File: src/rtl/proc_debug_scanner_pkg.sv
// Shared types and helpers for the debug scanner: FSM state encoding, default widths and
// selector clamping.
package proc_debug_scanner_pkg;

   typedef enum logic [1:0] {
      StSelect  = 2'd0,
      StSettle  = 2'd1,
      StCapture = 2'd2,
      StDwell   = 2'd3
   } scan_state_e;

   localparam int unsigned DefLedW      = 16;
   localparam int unsigned DefSsdW      = 13;
   localparam int unsigned DefNumLedSel = 4;
   localparam int unsigned DefNumSsdSel = 16;

   // Out-of-range manual requests pin to the last valid code.
   function automatic int unsigned clamp_sel(input int unsigned sel, input int unsigned num);
      return (sel >= num) ? num - 1 : sel;
   endfunction

   function automatic int unsigned max_u(input int unsigned a, input int unsigned b);
      return (a > b) ? a : b;
   endfunction

endpackage

File: src/rtl/proc_debug_scanner_if.sv
// Board-side debug bus: switch requests and core debug values in, selectors and captured
// snapshots out.
interface proc_debug_scanner_if
   import proc_debug_scanner_pkg::*;
#(
   parameter int unsigned LED_W       = DefLedW,
   parameter int unsigned SSD_W       = DefSsdW,
   parameter int unsigned NUM_LED_SEL = DefNumLedSel,
   parameter int unsigned NUM_SSD_SEL = DefNumSsdSel
);
   localparam int unsigned LedSelW = $clog2(NUM_LED_SEL);
   localparam int unsigned SsdSelW = $clog2(NUM_SSD_SEL);

   logic               mode_auto;
   logic               hold;
   logic [LedSelW-1:0] man_led_sel;
   logic [SsdSelW-1:0] man_ssd_sel;
   logic [LED_W-1:0]   core_leds;
   logic [SSD_W-1:0]   core_ssd;
   logic [LedSelW-1:0] led_sel;
   logic [SsdSelW-1:0] ssd_sel;
   logic [LED_W-1:0]   leds_q;
   logic [SSD_W-1:0]   ssd_q;
   logic               sample_valid;
   logic               sweep_done;

   modport master (
      input  mode_auto, hold, man_led_sel, man_ssd_sel, core_leds, core_ssd,
      output led_sel, ssd_sel, leds_q, ssd_q, sample_valid, sweep_done
   );

   modport slave (
      output mode_auto, hold, man_led_sel, man_ssd_sel, core_leds, core_ssd,
      input  led_sel, ssd_sel, leds_q, ssd_q, sample_valid, sweep_done
   );

endinterface

File: src/rtl/proc_debug_scanner_timer.sv
// Loadable down-counter shared by the settle and dwell phases; done flags a count of one.
module proc_debug_scanner_timer #(
   parameter int unsigned WIDTH = 8
) (
   input  logic             i_clk,
   input  logic             i_rst_n,
   input  logic             i_load,
   input  logic [WIDTH-1:0] i_load_val,
   input  logic             i_en,
   output logic             o_done
);

   logic [WIDTH-1:0] r_count;

   always_ff @(posedge i_clk or negedge i_rst_n) begin
      if (!i_rst_n) begin
         r_count <= '0;
      end else if (i_load) begin
         r_count <= i_load_val;
      end else if (i_en && (r_count != '0)) begin
         r_count <= r_count - WIDTH'(1);
      end
   end

   assign o_done = (r_count == WIDTH'(1));

endmodule

File: src/rtl/proc_debug_scanner.sv
// Debug scanner: drives the core's debug selectors, waits for the debug mux to settle, then
// snapshots leds/ssd. Auto mode sweeps all selector pairs; manual mode tracks the switches.
module proc_debug_scanner
   import proc_debug_scanner_pkg::*;
#(
   parameter int unsigned LED_W         = DefLedW,
   parameter int unsigned SSD_W         = DefSsdW,
   parameter int unsigned NUM_LED_SEL   = DefNumLedSel,
   parameter int unsigned NUM_SSD_SEL   = DefNumSsdSel,
   parameter int unsigned SETTLE_CYCLES = 2,
   parameter int unsigned DWELL_CYCLES  = 50_000_000
) (
   input  logic                  i_clk,
   input  logic                  i_rst_n,
   proc_debug_scanner_if.master  io_dbg
);

   localparam int unsigned LedSelW = $clog2(NUM_LED_SEL);
   localparam int unsigned SsdSelW = $clog2(NUM_SSD_SEL);
   localparam int unsigned TimerW  = $clog2(max_u(SETTLE_CYCLES, DWELL_CYCLES) + 1);

   scan_state_e        r_state, w_state_next;
   logic [LedSelW-1:0] r_led_sel, w_led_sel_next;
   logic [SsdSelW-1:0] r_ssd_sel, w_ssd_sel_next;
   logic [LED_W-1:0]   r_leds_q;
   logic [SSD_W-1:0]   r_ssd_q;
   logic               r_sample_valid, r_sweep_done, w_sweep_done_next;
   logic               w_capture, w_tmr_load, w_tmr_en, w_tmr_done;
   logic [TimerW-1:0]  w_tmr_load_val;

   proc_debug_scanner_timer #(
      .WIDTH (TimerW)
   ) u_timer (
      .i_clk      (i_clk),
      .i_rst_n    (i_rst_n),
      .i_load     (w_tmr_load),
      .i_load_val (w_tmr_load_val),
      .i_en       (w_tmr_en),
      .o_done     (w_tmr_done)
   );

   always_comb begin
      w_state_next      = r_state;
      w_led_sel_next    = r_led_sel;
      w_ssd_sel_next    = r_ssd_sel;
      w_sweep_done_next = 1'b0;
      w_capture         = 1'b0;
      w_tmr_load        = 1'b0;
      w_tmr_en          = 1'b0;
      w_tmr_load_val    = TimerW'(SETTLE_CYCLES);
      unique case (r_state)
         StSelect: begin
            if (!io_dbg.mode_auto) begin
               w_led_sel_next = LedSelW'(clamp_sel(32'(io_dbg.man_led_sel), NUM_LED_SEL));
               w_ssd_sel_next = SsdSelW'(clamp_sel(32'(io_dbg.man_ssd_sel), NUM_SSD_SEL));
            end
            w_tmr_load   = 1'b1;
            w_state_next = StSettle;
         end
         StSettle: begin
            w_tmr_en = 1'b1;
            if (w_tmr_done) w_state_next = StCapture;
         end
         StCapture: begin
            w_capture = 1'b1;
            if (io_dbg.mode_auto) begin
               w_tmr_load     = 1'b1;
               w_tmr_load_val = TimerW'(DWELL_CYCLES);
               w_state_next   = StDwell;
            end else begin
               w_state_next = StSelect;
            end
         end
         StDwell: begin
            // Leaving auto mode abandons the dwell without touching the channel.
            if (!io_dbg.mode_auto) begin
               w_state_next = StSelect;
            end else if (!io_dbg.hold) begin
               w_tmr_en = 1'b1;
               if (w_tmr_done) begin
                  w_state_next = StSelect;
                  if (32'(r_ssd_sel) == NUM_SSD_SEL - 1) begin
                     w_ssd_sel_next = '0;
                     if (32'(r_led_sel) == NUM_LED_SEL - 1) begin
                        w_led_sel_next    = '0;
                        w_sweep_done_next = 1'b1;
                     end else begin
                        w_led_sel_next = r_led_sel + LedSelW'(1);
                     end
                  end else begin
                     w_ssd_sel_next = r_ssd_sel + SsdSelW'(1);
                  end
               end
            end
         end
         default: w_state_next = StSelect;
      endcase
   end

   always_ff @(posedge i_clk or negedge i_rst_n) begin
      if (!i_rst_n) begin
         r_state        <= StSelect;
         r_led_sel      <= '0;
         r_ssd_sel      <= '0;
         r_leds_q       <= '0;
         r_ssd_q        <= '0;
         r_sample_valid <= 1'b0;
         r_sweep_done   <= 1'b0;
      end else begin
         r_state        <= w_state_next;
         r_led_sel      <= w_led_sel_next;
         r_ssd_sel      <= w_ssd_sel_next;
         r_sample_valid <= w_capture;
         r_sweep_done   <= w_sweep_done_next;
         if (w_capture) begin
            r_leds_q <= io_dbg.core_leds;
            r_ssd_q  <= io_dbg.core_ssd;
         end
      end
   end

   assign io_dbg.led_sel      = r_led_sel;
   assign io_dbg.ssd_sel      = r_ssd_sel;
   assign io_dbg.leds_q       = r_leds_q;
   assign io_dbg.ssd_q        = r_ssd_q;
   assign io_dbg.sample_valid = r_sample_valid;
   assign io_dbg.sweep_done   = r_sweep_done;

endmodule

File: src/flat_wrapper.sv
// flat-port wrapper written by rule: the top's interface ports become plain ports
module proc_debug_scanner_flat import proc_debug_scanner_pkg::*;
#(
   parameter int unsigned LED_W         = DefLedW,
   parameter int unsigned SSD_W         = DefSsdW,
   parameter int unsigned NUM_LED_SEL   = DefNumLedSel,
   parameter int unsigned NUM_SSD_SEL   = DefNumSsdSel,
   parameter int unsigned SETTLE_CYCLES = 2,
   parameter int unsigned DWELL_CYCLES  = 50_000_000
)
  (i_clk, i_rst_n, io_dbg_mode_auto, io_dbg_hold, io_dbg_man_led_sel, io_dbg_man_ssd_sel, io_dbg_core_leds, io_dbg_core_ssd, io_dbg_led_sel, io_dbg_ssd_sel, io_dbg_leds_q, io_dbg_ssd_q, io_dbg_sample_valid, io_dbg_sweep_done);
  proc_debug_scanner_if #(.LED_W(LED_W), .SSD_W(SSD_W), .NUM_LED_SEL(NUM_LED_SEL), .NUM_SSD_SEL(NUM_SSD_SEL)) io_dbg_i ();
  input  logic i_clk;
  input  logic i_rst_n;
  input wire logic [$bits(io_dbg_i.mode_auto)-1:0] io_dbg_mode_auto;
  input wire logic [$bits(io_dbg_i.hold)-1:0] io_dbg_hold;
  input wire logic [$bits(io_dbg_i.man_led_sel)-1:0] io_dbg_man_led_sel;
  input wire logic [$bits(io_dbg_i.man_ssd_sel)-1:0] io_dbg_man_ssd_sel;
  input wire logic [$bits(io_dbg_i.core_leds)-1:0] io_dbg_core_leds;
  input wire logic [$bits(io_dbg_i.core_ssd)-1:0] io_dbg_core_ssd;
  output wire logic [$bits(io_dbg_i.led_sel)-1:0] io_dbg_led_sel;
  output wire logic [$bits(io_dbg_i.ssd_sel)-1:0] io_dbg_ssd_sel;
  output wire logic [$bits(io_dbg_i.leds_q)-1:0] io_dbg_leds_q;
  output wire logic [$bits(io_dbg_i.ssd_q)-1:0] io_dbg_ssd_q;
  output wire logic [$bits(io_dbg_i.sample_valid)-1:0] io_dbg_sample_valid;
  output wire logic [$bits(io_dbg_i.sweep_done)-1:0] io_dbg_sweep_done;
  assign io_dbg_i.mode_auto = io_dbg_mode_auto;
  assign io_dbg_i.hold = io_dbg_hold;
  assign io_dbg_i.man_led_sel = io_dbg_man_led_sel;
  assign io_dbg_i.man_ssd_sel = io_dbg_man_ssd_sel;
  assign io_dbg_i.core_leds = io_dbg_core_leds;
  assign io_dbg_i.core_ssd = io_dbg_core_ssd;
  assign io_dbg_led_sel = io_dbg_i.led_sel;
  assign io_dbg_ssd_sel = io_dbg_i.ssd_sel;
  assign io_dbg_leds_q = io_dbg_i.leds_q;
  assign io_dbg_ssd_q = io_dbg_i.ssd_q;
  assign io_dbg_sample_valid = io_dbg_i.sample_valid;
  assign io_dbg_sweep_done = io_dbg_i.sweep_done;
  proc_debug_scanner #(.LED_W(LED_W), .SSD_W(SSD_W), .NUM_LED_SEL(NUM_LED_SEL), .NUM_SSD_SEL(NUM_SSD_SEL), .SETTLE_CYCLES(SETTLE_CYCLES), .DWELL_CYCLES(DWELL_CYCLES)) u_core (.i_clk(i_clk), .i_rst_n(i_rst_n), .io_dbg(io_dbg_i));
endmodule
File: config.mk
export PLATFORM = sky130hd
export DESIGN_NAME = proc_debug_scanner_flat
export DESIGN_NICKNAME = d
export VERILOG_FILES = /design/src/rtl/proc_debug_scanner_pkg.sv /design/src/rtl/proc_debug_scanner_if.sv /design/src/rtl/proc_debug_scanner_timer.sv /design/src/rtl/proc_debug_scanner.sv /design/src/flat_wrapper.sv
export SDC_FILE = /design/constraint.sdc
export NUM_CORES = 1
export LEC_CHECK = 0
export CORE_UTILIZATION = 40
export DETAILED_ROUTE_END_ITERATION = 8
export GPL_ROUTABILITY_DRIVEN = 0
export PLACE_DENSITY = 0.81
export SYNTH_ARGS = -nofsm -noshare
export SYNTH_HDL_FRONTEND = slang
export SYNTH_SLANG_ARGS = --single-unit
File: constraint.sdc
create_clock -name i_clk -period 2.5 [get_ports i_clk]
set_clock_uncertainty 0.15 [all_clocks]
set_input_delay 0.5 -clock i_clk [delete_from_list [all_inputs] [get_ports i_clk]]
set_output_delay 0.5 -clock i_clk [all_outputs]
set_load 0.01 [all_outputs]
==> metrics.md <==
| Metric | Value |
|---|---|
| Cell accounting for the most synthesized area | dfrtp_1 |
| Drt via density | roughly 5.6 |
| Max-Cap Viols | 0 |
| Synth area leaders | dfrtp_1 51%, mux2_2 10%, nor2_1 2.6%, nor3_1 2.2%, nand2_1 2.1% |
| Crit-path leading delay family | simple AND/OR/NAND/NOR gates |
| Hold Path Class | primary input to async pin |
| Residual DRC | 0 |
| Syn Nets | 334 |
| Die width | between 90 and 100 um |
| Post-layout minimum cycle time | 2.383 ns |
| Synth warnings | 0 |
| Final setup vio count | 0 |
| WL final | around 8 mm |
| Initial detailed-routing violation count | 208 |
| Crit Path Class | flip-flop to flip-flop |
| Max clock buf depth | 2 |
| Crit. End Element | flip-flop |
| DP Wirelength | 5.410 mm |
| Worst path max stage delay | between 0.4 and 0.5 ns |
| Root buffer cell | clkbuf_8 |
| GRT Total Usage | 0.1978 |
| TritonCTS Sinks | 65 |
| NetSw | 1.032 mW |
| CORE AREA | around 0.0077 mm2 |
| Dpl cells | 479 |
| Clock group share of total power | 0.320 |
| Final period utilization | 0.9530 |
| Post-Synth Simple-Gate Area | 0.1780 |
| Comb pwr share | 0.243 |
| Max FO, Critical Path | 6 |
| Area Overhead vs Synth | 41.00% |
| Vias in the first global route | 2721 |
| CP max stage cell | nor4_1 |
| Total power | 3.418 mW |
| Die ar. | 0.008302 mm2 |
| Sequential group share of total power | 0.437 |
| P_leak | roughly 1.8 nW |
| Largest net degree at the start of global routing | 66 |
| Largest family of logic cells by synthesized area | simple AND/OR/NAND/NOR gates |
| First-pass GRT wire length | 13.14 mm |
| Skew-Pair Late Insertion Delay | 0.34 ns |
| Utilization after layout | 0.5827 |
| ANT nets after route | 0 |
| Share of the synthesized area in the top cell type | 0.5120 |
| Status | finished clean |
| Clock-pin slew on the worst setup and hold paths | about 0.070 ns |
| Area share of fa/ha/maj cells after synthesis | 0.01575 |
| Synth Area in Compound Gates | 0.1382 |
| Pint | 2.386 mW |
| FF+latch count, synth | 65 |
| Slew Viols, Final | 0 |
| Cell row count | 32 |
| Post-synthesis xor/xnor area fraction | 0.008271 |
| Vias | approximately 2800 |
| Post-synth cell types | 57 |
| Share of cells above drive strength 1 | 0.2036 |
| Syn_area_per_cell | 10.92 um2 |
| CTS tree | built |
| Post-synth top flop | dfrtp_1 |
| Worst slew pin tran | 0.7930 ns |
| Post-synthesis cell area | 0.003177 mm2 |
| Initial antenna violation count | 0 |
| # diodes | 0 |
| Most frequent cells in the layout | 74 x clkdlybuf4s50_1, 65 x dfrtp_1, 29 x mux2_2, 21 x nor2_1, 21 x buf_4 |
| Drt pass-1 iters | 5 |
| Buffers on Ports | 75 |
| F_max | 0.4197 GHz |
| Mux cell area share after synthesis | 0.1221 |
| Starting Density | 0.4132 |
| Cts bufs inserted | 9 |
| Sequential share of the synthesized area | 0.5120 |
| Sw Ratio | 0.3020 |
| CP arrival | 2.42 ns |
| Setup repair after global routing missed its margin | false |
| Startpoint type of the worst setup path | flip-flop |
| CP bufs+invs | 1 |
| Final #Nets | 431 |
| Die Ht | 91.12 um |
| Commonest non-fill, non-tap cell in the layout | clkdlybuf4s50_1 |
| Finished Layout Cells | slightly below 500 |
| CP Data Required Time | 2.54 ns |
| Worst VDD drop | between 0.3 and 0.4 mV |
| Final hold violation count | 0 |
| Power density cells | 763.0 mW/mm2 |
| Worst path cell trace | nor4_1 > buf_4 > nand3_1 > nor3_2 > mux2i_1 > a31oi_1 |
| I/O Pins | 76 |
| Post-synth EDFFs | 0 |
| Ys async rst share | 1.000 |
| Max-slew headroom | 0.4694 |
| Mapped Cells | 291 |
| H-tree Lvls | 3 |
| WL/cell | approximately 16 um |
| Congestion Overflow GR | 0 |
==> power by group through the flow <==
stage | clock, mW | sequential [mW] | combinational [mW]
floorplan | 0 | 1.49 | 0.407
global placement | 0 | 1.48 | 0.763
detailed placement | 0 | 1.50 | 0.783
CTS | 1.11 | 1.48 | 0.797
global route | 1.15 | 1.53 | 0.915
finish | 1.09 | 1.49 | 0.831
==> synth_stat cells (all sizes together) (2+ instances only) <==
master,instances
o2111ai,2
a31oi,6
and3,5
nand2,18
mux2,30
dfrtp,65
mux2i,5
nor3,15
o41ai,2
a211oi,2
o21ai,7
o22a,5
o22ai,8
a21oi,11
o31ai,3
xnor2,3
nor4b,4
a221oi,3
o311ai,2
buf,6
or3,4
o211ai,2
clkbuf,6
nor2,23
ha,4
nand3,6
nor2b,3
nor4,12
or4,4
inv,9
==> layout make-up <==
cell class | count | area, um2
multi-input combinational | 205 | 1506
inverter | 9 | 33.78
clock buffer | 10 | 127.6
tap | 102 | 127.6
clock inverter | 6 | 113.9
timing repair buffer | 98 | 943.4
fill | 651 | 3208
sequential | 65 | 1627
==> registers in the layout, indices dropped and copies added, names as in the netlist <==
register                    count
u_core.io_dbg.led_sel           2
u_core.io_dbg.sweep_done        1
u_core.u_timer.r_count         26
u_core.io_dbg.ssd_q            13
u_core.r_state                  2
u_core.io_dbg.sample_valid      1
u_core.io_dbg.leds_q           16
u_core.io_dbg.ssd_sel           4
==> final timing paths <==
kind | to | slack (ns) | startpoint | depth (start not counted)
max in group asynchronous | u_core.u_timer.r_count[1] | 1.89 | i_rst_n | 2
setup reg to reg | u_core.u_timer.r_count[23] | 0.12 | u_core.u_timer.r_count[12] | 6
hold / removal | u_core.io_dbg.ssd_sel[1] | 0.01 | i_rst_n | 2
min in group i_clk | u_core.io_dbg.leds_q[12] | 0.36 | u_core.io_dbg.leds_q[12] | 1
hold reg to reg | u_core.io_dbg.leds_q[12] | 0.36 | u_core.io_dbg.leds_q[12] | 1
setup / recovery | u_core.u_timer.r_count[23] | 0.12 | u_core.u_timer.r_count[12] | 6
==> stage by stage <==
step	hold WS [ns]	instance area (um2)	setup TNS, ns	worst slack, ns
after floorplan	0.05441	3177	0	0.2029
after global placement	0.3375	4203	-0.06635	-0.04880
after detailed placement	0.3445	4203	-0.3223	-0.1084
after CTS	0.02797	4444	0	0.05137
after global routing	0.03784	4479	0	0.01407
final	0.01212	4479	0	0.1175
==> cell families after synthesis <==
family	Yosys count
AND/OR/NAND/NOR	101
XOR/XNOR	3
adder cells (fa/ha/maj)	4
multiplexers	35
AO/OA/AOI/OAI	62
flip-flops	65
buffers and inverters	21
==> layer usage <==
layer / routed length (um) / track usage
met5: 0 / 0
met4: 136 / 0.08069
met1: 3367 / 0.2618
met3: 441 / 0.03350
met2: 4019 / 0.3226
==> worst reg2reg max path: stages (launching register included) <==
cell and delay, ns:
dfrtp_1 0.43, nor4_1 0.47, buf_4 0.20, nand3_1 0.28, nor3_2 0.35, mux2i_1 0.25, a31oi_1 0.11
==> timing repair <==
item                       in CTS  in global routing
resized for setup               0                  5
setup endpoints to repair       0                  5
setup buffers                   0                  0
hold buffers                    0                  0
Power figures use the tool's default switching activity.
